`config.mk`:
```
export PLATFORM = sky130hd
export DESIGN_NAME = kv_packet_issuer
export DESIGN_NICKNAME = d
export VERILOG_FILES = /design/src/rtl/kv_packet_issuer.sv
export SDC_FILE = /design/constraint.sdc
export NUM_CORES = 1
export LEC_CHECK = 0
export BUFFER_PORTS_ARGS = -buffer_cell sky130_fd_sc_hd__buf_2
export CAP_MARGIN = 20
export CORE_MARGIN = 1
export CORE_UTILIZATION = 65
export CTS_CLUSTER_DIAMETER = 150
export DETAILED_ROUTE_END_ITERATION = 8
export GPL_ROUTABILITY_DRIVEN = 0
export PLACE_DENSITY_LB_ADDON = 0.15
export SYNTH_ARGS = -nofsm -noshare
export SYNTH_HDL_FRONTEND = slang
export SYNTH_SLANG_ARGS = --single-unit
export TNS_END_PERCENT = 100
```
`constraint.sdc`:
```
create_clock -name tick_in -period 11.6 [get_ports tick_in]
set_input_delay 1.74 -clock tick_in [delete_from_list [all_inputs] [get_ports tick_in]]
set_output_delay 1.74 -clock tick_in [all_outputs]
set_load 0.1 [all_outputs]
```
`src/rtl/kv_packet_issuer.sv`:
```
// kv_packet_issuer: byte-serial frame collector feeding a transaction FIFO issued over valid/ready
module kv_packet_issuer #(
    parameter int KEY_W = 32,
    parameter int VAL_W = 32,
    parameter int DEPTH = 4
) (
    input  logic                     tick_in,
    input  logic                     rst_n,
    input  logic [7:0]               byte_in,
    input  logic                     byte_valid,
    output logic                     byte_ready,
    output logic [1:0]               signal,
    output logic                     transact_kind,
    output logic [KEY_W-1:0]         key,
    output logic [VAL_W-1:0]         transact_value,
    output logic                     issue_valid,
    input  logic                     issue_ready,
    output logic                     bad_hdr,
    output logic [$clog2(DEPTH):0]   fifo_count
);
    localparam int KB = KEY_W / 8;
    localparam int VB = VAL_W / 8;
    localparam int AW = $clog2(DEPTH);
    localparam int CW = $clog2(KB > VB ? KB : VB) + 1;
    localparam int EW = KEY_W + VAL_W + 1;
    typedef enum logic [1:0] {S_HDR, S_KEY, S_VAL, S_PUSH} state_t;
    state_t            state_q, state_d;
    logic              kind_q, kind_d, bad_q, bad_d;
    logic [KEY_W-1:0]  key_sr_q, key_sr_d;
    logic [VAL_W-1:0]  val_sr_q, val_sr_d;
    logic [CW-1:0]     cnt_q, cnt_d;
    logic [AW-1:0]     wr_q, wr_d, rd_q, rd_d;
    logic [AW:0]       count_q, count_d;
    logic [EW-1:0]     mem_q [DEPTH];
    logic [EW-1:0]     head;
    logic              accept, push, pop;
    always_comb begin
        accept   = byte_valid && state_q != S_PUSH;
        push     = state_q == S_PUSH && count_q != (AW+1)'(DEPTH);
        pop      = count_q != '0 && issue_ready;
        state_d  = state_q;
        kind_d   = kind_q;
        key_sr_d = key_sr_q;
        val_sr_d = val_sr_q;
        cnt_d    = cnt_q;
        bad_d    = 1'b0;
        case (state_q)
            S_HDR: if (accept) begin
                if (byte_in == 8'hA1 || byte_in == 8'hA2) begin
                    kind_d  = byte_in[1];
                    cnt_d   = '0;
                    state_d = S_KEY;
                end else begin
                    bad_d = 1'b1;
                end
            end
            S_KEY: if (accept) begin
                key_sr_d = (key_sr_q << 8) | KEY_W'(byte_in);
                cnt_d    = cnt_q + 1'b1;
                if (cnt_q == CW'(KB - 1)) begin
                    cnt_d    = '0;
                    state_d  = kind_q ? S_VAL : S_PUSH;
                    val_sr_d = kind_q ? val_sr_q : '0;
                end
            end
            S_VAL: if (accept) begin
                val_sr_d = (val_sr_q << 8) | VAL_W'(byte_in);
                cnt_d    = cnt_q + 1'b1;
                if (cnt_q == CW'(VB - 1)) begin
                    cnt_d   = '0;
                    state_d = S_PUSH;
                end
            end
            default: state_d = push ? S_HDR : S_PUSH;
        endcase
        wr_d    = wr_q + AW'(push);
        rd_d    = rd_q + AW'(pop);
        count_d = count_q + (AW+1)'(push) - (AW+1)'(pop);
    end
    always_ff @(posedge tick_in) begin
        if (!rst_n) begin
            state_q  <= S_HDR;
            kind_q   <= 1'b0;
            key_sr_q <= '0;
            val_sr_q <= '0;
            cnt_q    <= '0;
            bad_q    <= 1'b0;
            wr_q     <= '0;
            rd_q     <= '0;
            count_q  <= '0;
        end else begin
            state_q  <= state_d;
            kind_q   <= kind_d;
            key_sr_q <= key_sr_d;
            val_sr_q <= val_sr_d;
            cnt_q    <= cnt_d;
            bad_q    <= bad_d;
            wr_q     <= wr_d;
            rd_q     <= rd_d;
            count_q  <= count_d;
        end
    end
    always_ff @(posedge tick_in) begin
        if (push) mem_q[wr_q] <= {kind_q, key_sr_q, val_sr_q};
    end
    assign head           = mem_q[rd_q];
    assign issue_valid    = count_q != '0;
    assign transact_kind  = issue_valid && head[EW-1];
    assign key            = issue_valid ? head[EW-2:VAL_W] : '0;
    assign transact_value = issue_valid ? head[VAL_W-1:0] : '0;
    assign signal         = issue_valid ? {transact_kind, ~transact_kind} : 2'd0;
    assign byte_ready     = state_q != S_PUSH;
    assign bad_hdr        = bad_q;
    assign fifo_count     = count_q;
endmodule

```
==> results by group, run 1 <==
Status
  – Outcome: finished clean

Yosys
  – Sequential fraction of the synthesis area: 0.719
  – Synth top area share: 0.599
  – Post-Synthesis Cells: 785
  – Mean Syn Cell Area: 16.6 sq um
  – Synthesized area: 13000 sq um
  – Number of synthesized flops with an enable pin: 260
  – Most numerous cell in the Yosys netlist: edfxtp_1
  – Register bit total from synthesis: 338
  – Synth area leaders: edfxtp_1 60%, dfxtp_1 12%, mux4_2 11%
  – Asr flop ratio synth: 0
  – Cell variety after synth: 38
  – Number of warnings issued by yosys: 0
  – Dominant synthesized flop cell: edfxtp_1
  – Syn nets: 805
  – Top cells by count, synth: 260 x edfxtp_1, 99 x and2_1, 78 x dfxtp_1
  – Area leader, netlist: edfxtp_1

Final layout
  – Area Overhead vs Synth: 14.4%
  – Layout cell share with drive strength beyond 1: 0.242
  – Fillers: 1131
  – Register Area: 9370 sq um
  – Ant diodes: 0
  – Footprint of the multi-input gates: 3470 sq um
  – Nets@finish: 894

Clocking
  – Root Buffer: clkbuf_16
  – Clock transition at path regs: 0.06 ns
  – Clock sinks: 338
  – Post_cts resized: 0
  – CTS H-Tree Depth: 2
  – Max Root-Sink Buffers: 3
  – CTS buffer count: 34
  – TritonCTS clock tree: done
  – Latest clock arrival within the worst-skew pair: 0.50 ns
  – Postcts setup bufs: 0
  – Hold buffers post-CTS: 0

Global route
  – First-pass GRT wire length: 38500 microns
  – Initial antenna violation count: 0
  – Vias in the first global route: 7002
  – Largest net degree at the start of global routing: 69
  – GR Util All Layers: 0.256
  – Total congestion overflow: 0

Critical path
  – Critical path origin: rd_q[0]
  – CP Max Fanout: 34
  – Worst reg2reg path depth: 11
  – Arrival time worst endpoint: 2.94 ns
  – WS Path Type: reg -> out
  – Worst reg2reg startpoint: fifo_count[1]
  – Req. time, crit path: 9.86 ns
  – CP Capture Type: output pin
  – Startpoint types: flip-flop

Floorplanning
  – Initial Util: 0.667
  – Die footprint: 20600 sq um
  – IO Count: 85
  – DIE WIDTH: 144 microns
  – Row Count: 51
  – Die height: 144 microns
  – Core area: 19500 sq um

Route
  – Routed wire length: 25300 microns
  – Vias: 6974
  – # DRC: 0
  – Final ANT Viol Nets: 0
  – Mean number of vias per cell: 5.99
  – 1st-pass router iterations: 7
  – DRT iter0 DRCs: 499
  – Wire per inst: 21.7 microns

Timing
  – RSZ-0062 raised after global routing: no
  – Max-slew headroom: 0.308
  – Min cycle time layout: 4.68 ns
  – Final Hold Viols: 0
  – Slew of the pin with the lowest slew margin: 1.04 ns
  – Setup TNS: 0 ns
  – Fin crit share: 0.403
  – Final setup vio count: 0
  – Fin. max-slew vios: 0
  – Fmax: 0.214 GHz
  – Clk_skew: 0.00986 ns

Worst hold path
  – Min-Delay Startpoint: cnt_q[2]
  – Worst min path class: reg -> reg
  – WHS Path Cells: 1

Placed design
  – DP HPWL: 13600 microns
  – IO Port Bufs: 84

Flow run
  – Maxcap violations: 0
## state kept, by name, summed over array words and instances, names as in the netlist
signal / flops
state_q: 2
key_sr_q: 32
kind_q: 1
cnt_q: 3
rd_q: 2
mem_q: 260
fifo_count: 3
val_sr_q: 32
bad_hdr: 1
wr_q: 2
## area by class of cell
cell class,count,share of cell area
repair buffers,97,0.0374
well taps,265,0.0222
flip-flops and latches,338,0.629
clock buffers,51,0.0663
inverters,8,0.00201
clock inverters,11,0.0107
multi-input cells,395,0.233
## final timing paths
kind / end / slack, ns
worst max-delay path: signal[0] / 6.92
worst min-delay path: cnt_q[2] / 0.48
worst max register to register: fifo_count[2] / 8.68
worst min register to register: cnt_q[2] / 0.48
## placed cells by master, fill, tap and decap left out, types with 4 or more instances in the layout
cell         n
xor2_1       4
mux2i_1     33
clkbuf_1    13
buf_2       84
mux4_2      65
ha_1         7
a21oi_1     36
nand2_1     69
nor2b_1      4
inv_1        7
dfxtp_1     76
and2_1      99
nor2_1      42
bufinv_16    4
clkbuf_16   37
edfxtp_1   260
buf_4       11
## stage by stage
stage | setup WS, ns | utilization | hold WS, ns | cells | area [sq um]
3_5_place_dp | 7.40 | 0.705 | 0.461 | 1103 | 13800
3_3_place_gp | 7.17 | 0.702 | 0.437 | 1101 | 13700
4_1_cts | 6.85 | 0.764 | 0.471 | 1165 | 14900
2_1_floorplan | 4.60 | - | 0.431 | 785 | 13000
6_report | 6.92 | 0.764 | 0.484 | 1165 | 14900
5_1_grt | 6.75 | 0.764 | 0.494 | 1165 | 14900
## per-layer routing
metal	wire (microns)	global-route usage
met1	10600	0.353
met2	12700	0.424
met3	1460	0.0453
met4	514	0.0773
met5	0	0
## critical path, cell delays in order (launching register included)
cell	delay, ns
dfxtp_4	0.52
buf_4	0.48
buf_16	0.32
mux4_2	0.55
nor2_1	0.09
buf_2	0.43
## cells by family after synthesis
group           after synthesis  synth area share
flops                       338             0.719
buf+inv                      52            0.0169
fa+ha+maj                     8           0.00826
xor+xnor                      7           0.00471
mux                          98             0.138
compound gates               47            0.0203
simple gates                235            0.0931
Power of run 1 is left out: the tool's default activity adds up to more than one toggle a clock period on the data nets, which glitch-free logic cannot reach.
==> run 2, diff against run 1 <==
Settings changed: CORE_UTILIZATION 65 to 60.
Clock period 11.6 ns to 4.57 ns, I/O delays scaled along.
==> run 2 against run 1 <==
Against the previous run:
- cell count is 0.86% higher
- register-to-register slack worse by 7.1 ns
- via count is 1.7% lower
- global-route usage is 2.2 points lower
- core utilization is 5.8 points lower
- cell area is 0.10% higher
- clock-buffer cell count is 6 lower
- first-iteration DRC count is 5.0% higher
- setup slack worse by 5.8 ns
- die area is 8.2% higher
- critical path depth is 1 lower
- hold slack worse by 0.015 ns
- critical path type unchanged
==> results by group, run 2 (same netlist as run 1, synthesis figures left out) <==
Floorplanning
  – IO Count: 85 (unchanged)
  – DIE WIDTH: 149 microns (+4.0%)
  – Core area: 21200 sq um (+8.3%)
  – Initial Util: 0.616 (-0.0513)
  – Row Count: 53 (+3.9%)
  – Die footprint: 22300 sq um (+8.2%)
  – Die height: 149 microns (+4.0%)

Global route
  – Initial antenna violation count: 0 (unchanged)
  – First-pass GRT wire length: 38900 microns (+1.0%)
  – GR Util All Layers: 0.234 (-0.0223)
  – Largest net degree at the start of global routing: 66 (-4.3%)
  – Vias in the first global route: 7091 (+1.3%)
  – Total congestion overflow: 0 (unchanged)

Final layout
  – Final instance area: 14900 sq um (+0.10%)
  – Ant diodes: 0 (unchanged)
  – Area Overhead vs Synth: 14.6%
  – Post-Layout Cell Count: 1175 (+0.86%)
  – Max reg flops: 260 (unchanged)
  – Final Util: 0.706 (-0.0581)
  – Top reg by flops: mem_q
  – Most common cell after layout, fill and taps aside: edfxtp_1
  – Nets@finish: 895 (+0.11%)
  – Layout cell share with drive strength beyond 1: 0.249 (+0.00667)
  – Most frequent cells in the layout: 260 x edfxtp_1, 99 x and2_1, 84 x buf_2
  – Biggest regs: mem_q (260), key_sr_q (32), val_sr_q (32)

Critical path
  – Arrival time worst endpoint: 2.81 ns (-0.13 ns)
  – Req. time, crit path: 3.88 ns (-5.98 ns)
  – Slowest stage cell, crit path: dfxtp_4
  – Worst reg2reg path depth: 6 (-5)
  – WS Path Type: reg -> out
  – R2r endpoint: mem_q[1][22]
  – Crit-path cells: buf_12 -> mux4_2 -> nor2_1 -> buf_2
  – Startpoint types: flip-flop
  – Worst reg2reg startpoint: state_q[1]
  – Critical path origin: rd_q[0]
  – Crit path max-delay family: buffers and inverters
  – FF-to-FF setup slack: 1.58 ns (-7.10 ns)
  – CP Max Fanout: 46 (+35%)
  – CP Capture Type: output pin
  – Max incr delay on CP: 0.66 ns (+0.11 ns)
  – CP bufs+invs: 2 (-1)

Route
  – Routed wire length: 25100 microns (-0.76%)
  – Final ANT Viol Nets: 0 (unchanged)
  – 1st-pass router iterations: 5 (-2)
  – # DRC: 0 (unchanged)
  – Mean number of vias per cell: 5.84 (-2.5%)
  – Vias: 6857 (-1.7%)
  – Wire per inst: 21.3 microns (-1.6%)
  – DRT iter0 DRCs: 524 (+5.0%)

Clocking
  – CTS buffer count: 34 (unchanged)
  – CTS H-Tree Depth: 2 (unchanged)
  – Post_cts resized: 0 (unchanged)
  – Root Buffer: clkbuf_16
  – Hold buffers post-CTS: 0 (unchanged)
  – Postcts setup bufs: 0 (unchanged)
  – TritonCTS clock tree: done
  – Clock sinks: 338 (unchanged)
  – Clock transition at path regs: 0.06 ns (about the same)
  – Latest clock arrival within the worst-skew pair: 0.50 ns (about the same)
  – Max Root-Sink Buffers: 3 (unchanged)

Placed design
  – IO Port Bufs: 84 (unchanged)
  – Placed Cells: 1114 (+1.0%)
  – DP HPWL: 14400 microns (+5.7%)
  – DP Area: 13800 sq um (about the same)
  – Placement Setup Slack: 1.53 ns (-5.86 ns)

Timing
  – Fin. max-slew vios: 0 (unchanged)
  – Final Hold Viols: 0 (unchanged)
  – Min cycle time layout: 3.50 ns
  – Max-slew headroom: 0.302 (-0.00521)
  – Slew of the pin with the lowest slew margin: 1.05 ns (+0.00782 ns)
  – Fmax: 0.286 GHz
  – Fin crit share: 0.766
  – Setup WS post-layout: 1.07 ns (-5.85 ns)
  – Clk_skew: 0.0117 ns (+0.00185 ns)
  – RSZ-0062 raised after global routing: no
  – Final setup vio count: 0 (unchanged)

Worst hold path
  – Min-Delay Endpoint: cnt_q[2]
  – Worst min path class: reg -> reg
  – Min-Delay Startpoint: cnt_q[2]
  – WHS Path Cells: 1 (unchanged)

Flow run
  – Maxcap violations: 0 (unchanged)

Status
  – Outcome: finished clean
[run 2: cell types whose count changed in the layout (fill, tap and decap cells not counted), moves of 2 or more]
| cell | before | now |
|---|---|---|
| buf_16 | 2 | 0 |
| clkinv_2 | 2 | 6 |
| clkbuf_8 | 1 | 3 |
| buf_12 | 0 | 2 |
| clkbuf_16 | 37 | 35 |
| clkbuf_1 | 13 | 7 |
[run 2: final cells by class]
type | count | area, sq um
fill | 1366 | 6230
multi-input combinational | 395 | 3470
clock buffer | 45 | 943
inverter | 8 | 30.0
sequential | 338 | 9370
tap | 275 | 344
timing repair buffer | 98 | 551
clock inverter | 16 | 209
[run 2: worst max path at each step]
| stage | depth (start not counted) | slack (ns) | end |
|---|---|---|---|
| after floorplan | 3 | -0.11 | mem_q[0][0] |
| after global placement | 4 | 1.48 | signal[0] |
| after detailed placement | 4 | 1.53 | signal[0] |
| after CTS | 4 | 0.98 | signal[0] |
| after global routing | 4 | 0.90 | signal[0] |
| final | 4 | 1.07 | signal[0] |
[run 2: routing by layer]
layer  vias up  part of all wire  global-route usage
met5         -                 0                   0
met4         0             0.014              0.0653
met3        27             0.050              0.0407
met2       187              0.50               0.386
met1      3527              0.43               0.323
li1       3116                 -                   -
[run 2: metrics by stage]
| step | setup TNS, ns | hold WS (ns) |
|---|---|---|
| after floorplan | -6.84 | 0.431 |
| after global placement | 0 | 0.444 |
| after detailed placement | 0 | 0.457 |
| after CTS | 0 | 0.462 |
| after global routing | 0 | 0.478 |
| final | 0 | 0.469 |
Power of run 2 is left out for the same reason.
==> run 3, diff against run 2 <==
Settings changed: ABC_AREA set to 1.
Clock period 4.57 ns to 3.6 ns, I/O delays scaled along.
==> run 3 against run 2 <==
Against the previous run:
- die area rose by 2.8%
- register-to-register slack got worse by 0.28 ns
- hold slack worse by 0.13 ns
- critical path type unchanged
==> results by group, run 3 <==
Critical path
  – Critical path origin: rd_q[0]
  – Max incr delay on CP: 0.64 ns (-0.02 ns)
  – WS Path Type: reg -> out
  – Arrival time worst endpoint: 2.56 ns (-0.25 ns)
  – Crit-path cells: buf_4 -> nor2_1 -> nor2_1 -> o21ai_0 -> a21oi_1 -> buf_2
  – Worst reg2reg path depth: 9 (+3)
  – CP dominant cell by count: nor2_1
  – Worst reg2reg startpoint: state_q[1]
  – Req. time, crit path: 3.06 ns (-0.82 ns)
  – Slowest stage cell, crit path: dfxtp_4
  – Startpoint types: flip-flop
  – CP Capture Type: output pin
  – CP Max Fanout: 36 (-22%)

Timing
  – Clk_skew: 0.0143 ns (+0.00259 ns)
  – Final setup vio count: 0 (unchanged)
  – RSZ-0062 raised after global routing: no
  – Final Hold Viols: 0 (unchanged)
  – Min cycle time layout: 3.10 ns
  – Fmax: 0.323 GHz
  – Max-slew headroom: 0.406 (+0.104)
  – Fin. max-slew vios: 0 (unchanged)
  – Setup TNS: 0 ns (unchanged)
  – Fin crit share: 0.860
  – Slew of the pin with the lowest slew margin: 0.891 ns (-0.156 ns)

Yosys
  – Most numerous cell in the Yosys netlist: nor2_1
  – Synthesized area: 13400 sq um (+2.8%)
  – Post-Synthesis Cells: 1242 (+58%)
  – Area leader, netlist: edfxtp_1
  – Asr flop ratio synth: 0 (unchanged)
  – Cell variety after synth: 31 (-18%)
  – Number of synthesized flops with an enable pin: 260 (unchanged)
  – Mean Syn Cell Area: 10.8 sq um (-35%)
  – Number of warnings issued by yosys: 0 (unchanged)
  – Synth top area share: 0.583 (-0.0163)
  – Register bit total from synthesis: 338 (unchanged)
  – Syn nets: 1262 (+57%)
  – Top cells by count, synth: 342 x nor2_1, 260 x edfxtp_1, 161 x nand2_1
  – Dominant synthesized flop cell: edfxtp_1
  – Synth area leaders: edfxtp_1 58%, dfxtp_1 12%, nor2_1 9.6%
  – Sequential fraction of the synthesis area: 0.700 (-0.0195)

Clocking
  – Root Buffer: clkbuf_16
  – CTS H-Tree Depth: 2 (unchanged)
  – Post_cts resized: 0 (unchanged)
  – Clock sinks: 338 (unchanged)
  – TritonCTS clock tree: done
  – Max Root-Sink Buffers: 3 (unchanged)
  – Postcts setup bufs: 0 (unchanged)
  – CTS buffer count: 35 (+2.9%)
  – Latest clock arrival within the worst-skew pair: 0.52 ns (+0.02 ns)
  – Hold buffers post-CTS: 0 (unchanged)
  – Clock transition at path regs: 0.06 ns (about the same)

Final layout
  – Most common cell after layout, fill and taps aside: nor2_1
  – Nets@finish: 1330 (+49%)
  – Area Overhead vs Synth: 12.3%
  – Biggest regs: mem_q (260), key_sr_q (32), val_sr_q (32)
  – Top reg by flops: mem_q
  – Max reg flops: 260 (unchanged)
  – Most frequent cells in the layout: 341 x nor2_1, 260 x edfxtp_1, 161 x nand2_1
  – Layout cell share with drive strength beyond 1: 0.131 (-0.118)

Floorplanning
  – IO Count: 85 (unchanged)
  – Die footprint: 22900 sq um (+2.8%)
  – Row Count: 54 (+1.9%)
  – DIE WIDTH: 151 microns (+1.4%)
  – Die height: 151 microns (+1.4%)
  – Core area: 21800 sq um (+3.2%)
  – Initial Util: 0.614 (-0.00221)

Global route
  – Largest net degree at the start of global routing: 103 (+56%)
  – Total congestion overflow: 0 (unchanged)
  – Initial antenna violation count: 1 (+1)
  – Vias in the first global route: 8397 (+18%)
  – First-pass GRT wire length: 45100 microns (+16%)
  – GR Util All Layers: 0.264 (+0.0296)

Route
  – DRT iter0 DRCs: 767 (+46%)
  – 1st-pass router iterations: 5 (unchanged)
  – Mean number of vias per cell: 5.63 (-3.5%)
  – Vias: 9104 (+33%)
  – Final ANT Viol Nets: 0 (unchanged)
  – Routed wire length: 29100 microns (+16%)
  – # DRC: 0 (unchanged)
  – Wire per inst: 18.0 microns (-16%)

Status
  – Outcome: finished clean

Worst hold path
  – WHS Path Cells: 3 (+2)
  – Worst min path class: in -> reg
  – Min-Delay Startpoint: byte_in[6]

Flow run
  – Maxcap violations: 0 (unchanged)

Placed design
  – DP HPWL: 15900 microns (+10%)
  – IO Port Bufs: 84 (unchanged)
[run 3: cell types whose count changed after synthesis, moves of 9 or more]
cell and delta:
clkbuf_1 -10, nor2_1 +298, buf_4 +12, mux4_2 -65, a21oi_1 +67, and2_1 -98, buf_2 +13, nand2_1 +92
nand3_1 +31, mux2i_1 -33, buf_6 +9, o21ai_0 +122, inv_1 +13
[run 3: metrics by stage]
| stage | setup WS (ns) | hold WS [ns] | instances | area, sq um | utilization |
|---|---|---|---|---|---|
| after floorplan | 0.0724 | 0.460 | 1242 | 13400 | - |
| after CTS | 0.503 | 0.321 | 1616 | 15000 | 0.689 |
| final | 0.504 | 0.340 | 1617 | 15000 | 0.689 |
| after detailed placement | 1.09 | 0.489 | 1553 | 14000 | 0.642 |
| after global placement | 1.07 | 0.489 | 1553 | 14000 | 0.642 |
| after global routing | 0.372 | 0.341 | 1617 | 15000 | 0.689 |
[run 3: final cells by class]
| class | count | area, sq um |
|---|---|---|
| Sequential cell | 338 | 9380 |
| Fill cell | 1618 | 6790 |
| Multi-Input combinational cell | 797 | 3510 |
| Clock buffer | 50 | 952 |
| Timing Repair Buffer | 110 | 656 |
| Tap cell | 280 | 350 |
| Inverter | 28 | 109 |
| Clock inverter | 13 | 77.6 |
| Antenna cell | 1 | 2.50 |
[run 3: routing by layer]
metal  part of all wire  vias to the layer above  global-route usage  routed length [microns]
met3              0.077                       36              0.0461                     2240
met4              0.015                        0              0.0755                      435
li1                   -                     4357                   -                        -
met1               0.45                     4361               0.378                    13000
met5                  0                        -                   0                        0
met2               0.46                      350               0.415                    13400
[run 3: final timing paths]
path | end | slack (ns)
setup / recovery | transact_value[20] | 0.50
hold / removal | key_sr_q[6] | 0.34
setup reg to reg | val_sr_q[27] | 1.30
hold reg to reg | mem_q[0][26] | 0.50
[run 3: kinds of logic (layout without fill, tap and decap cells)]
logic type                 Yosys count  count (layout)  share of synthesized area
DFF                                338             338                      0.700
adders and majority gates            8               8                    0.00803
xor gates and xnor gates             3               3                    0.00196
AOI/OAI and AO/OA                  239             239                     0.0902
and+or+nand+nor                    547             547                      0.158
other                                0               1                          0
buffers and inverters              107             201                     0.0422
[run 3: critical path: cells and delay by family (launching register included)]
family                 cells  cell delay [ns]
AND/OR/NAND/NOR            2             0.19
AO/OA/AOI/OAI              2             0.32
flip-flops                 1             0.64
buffers and inverters      2             0.88
Power of run 3 is left out for the same reason.
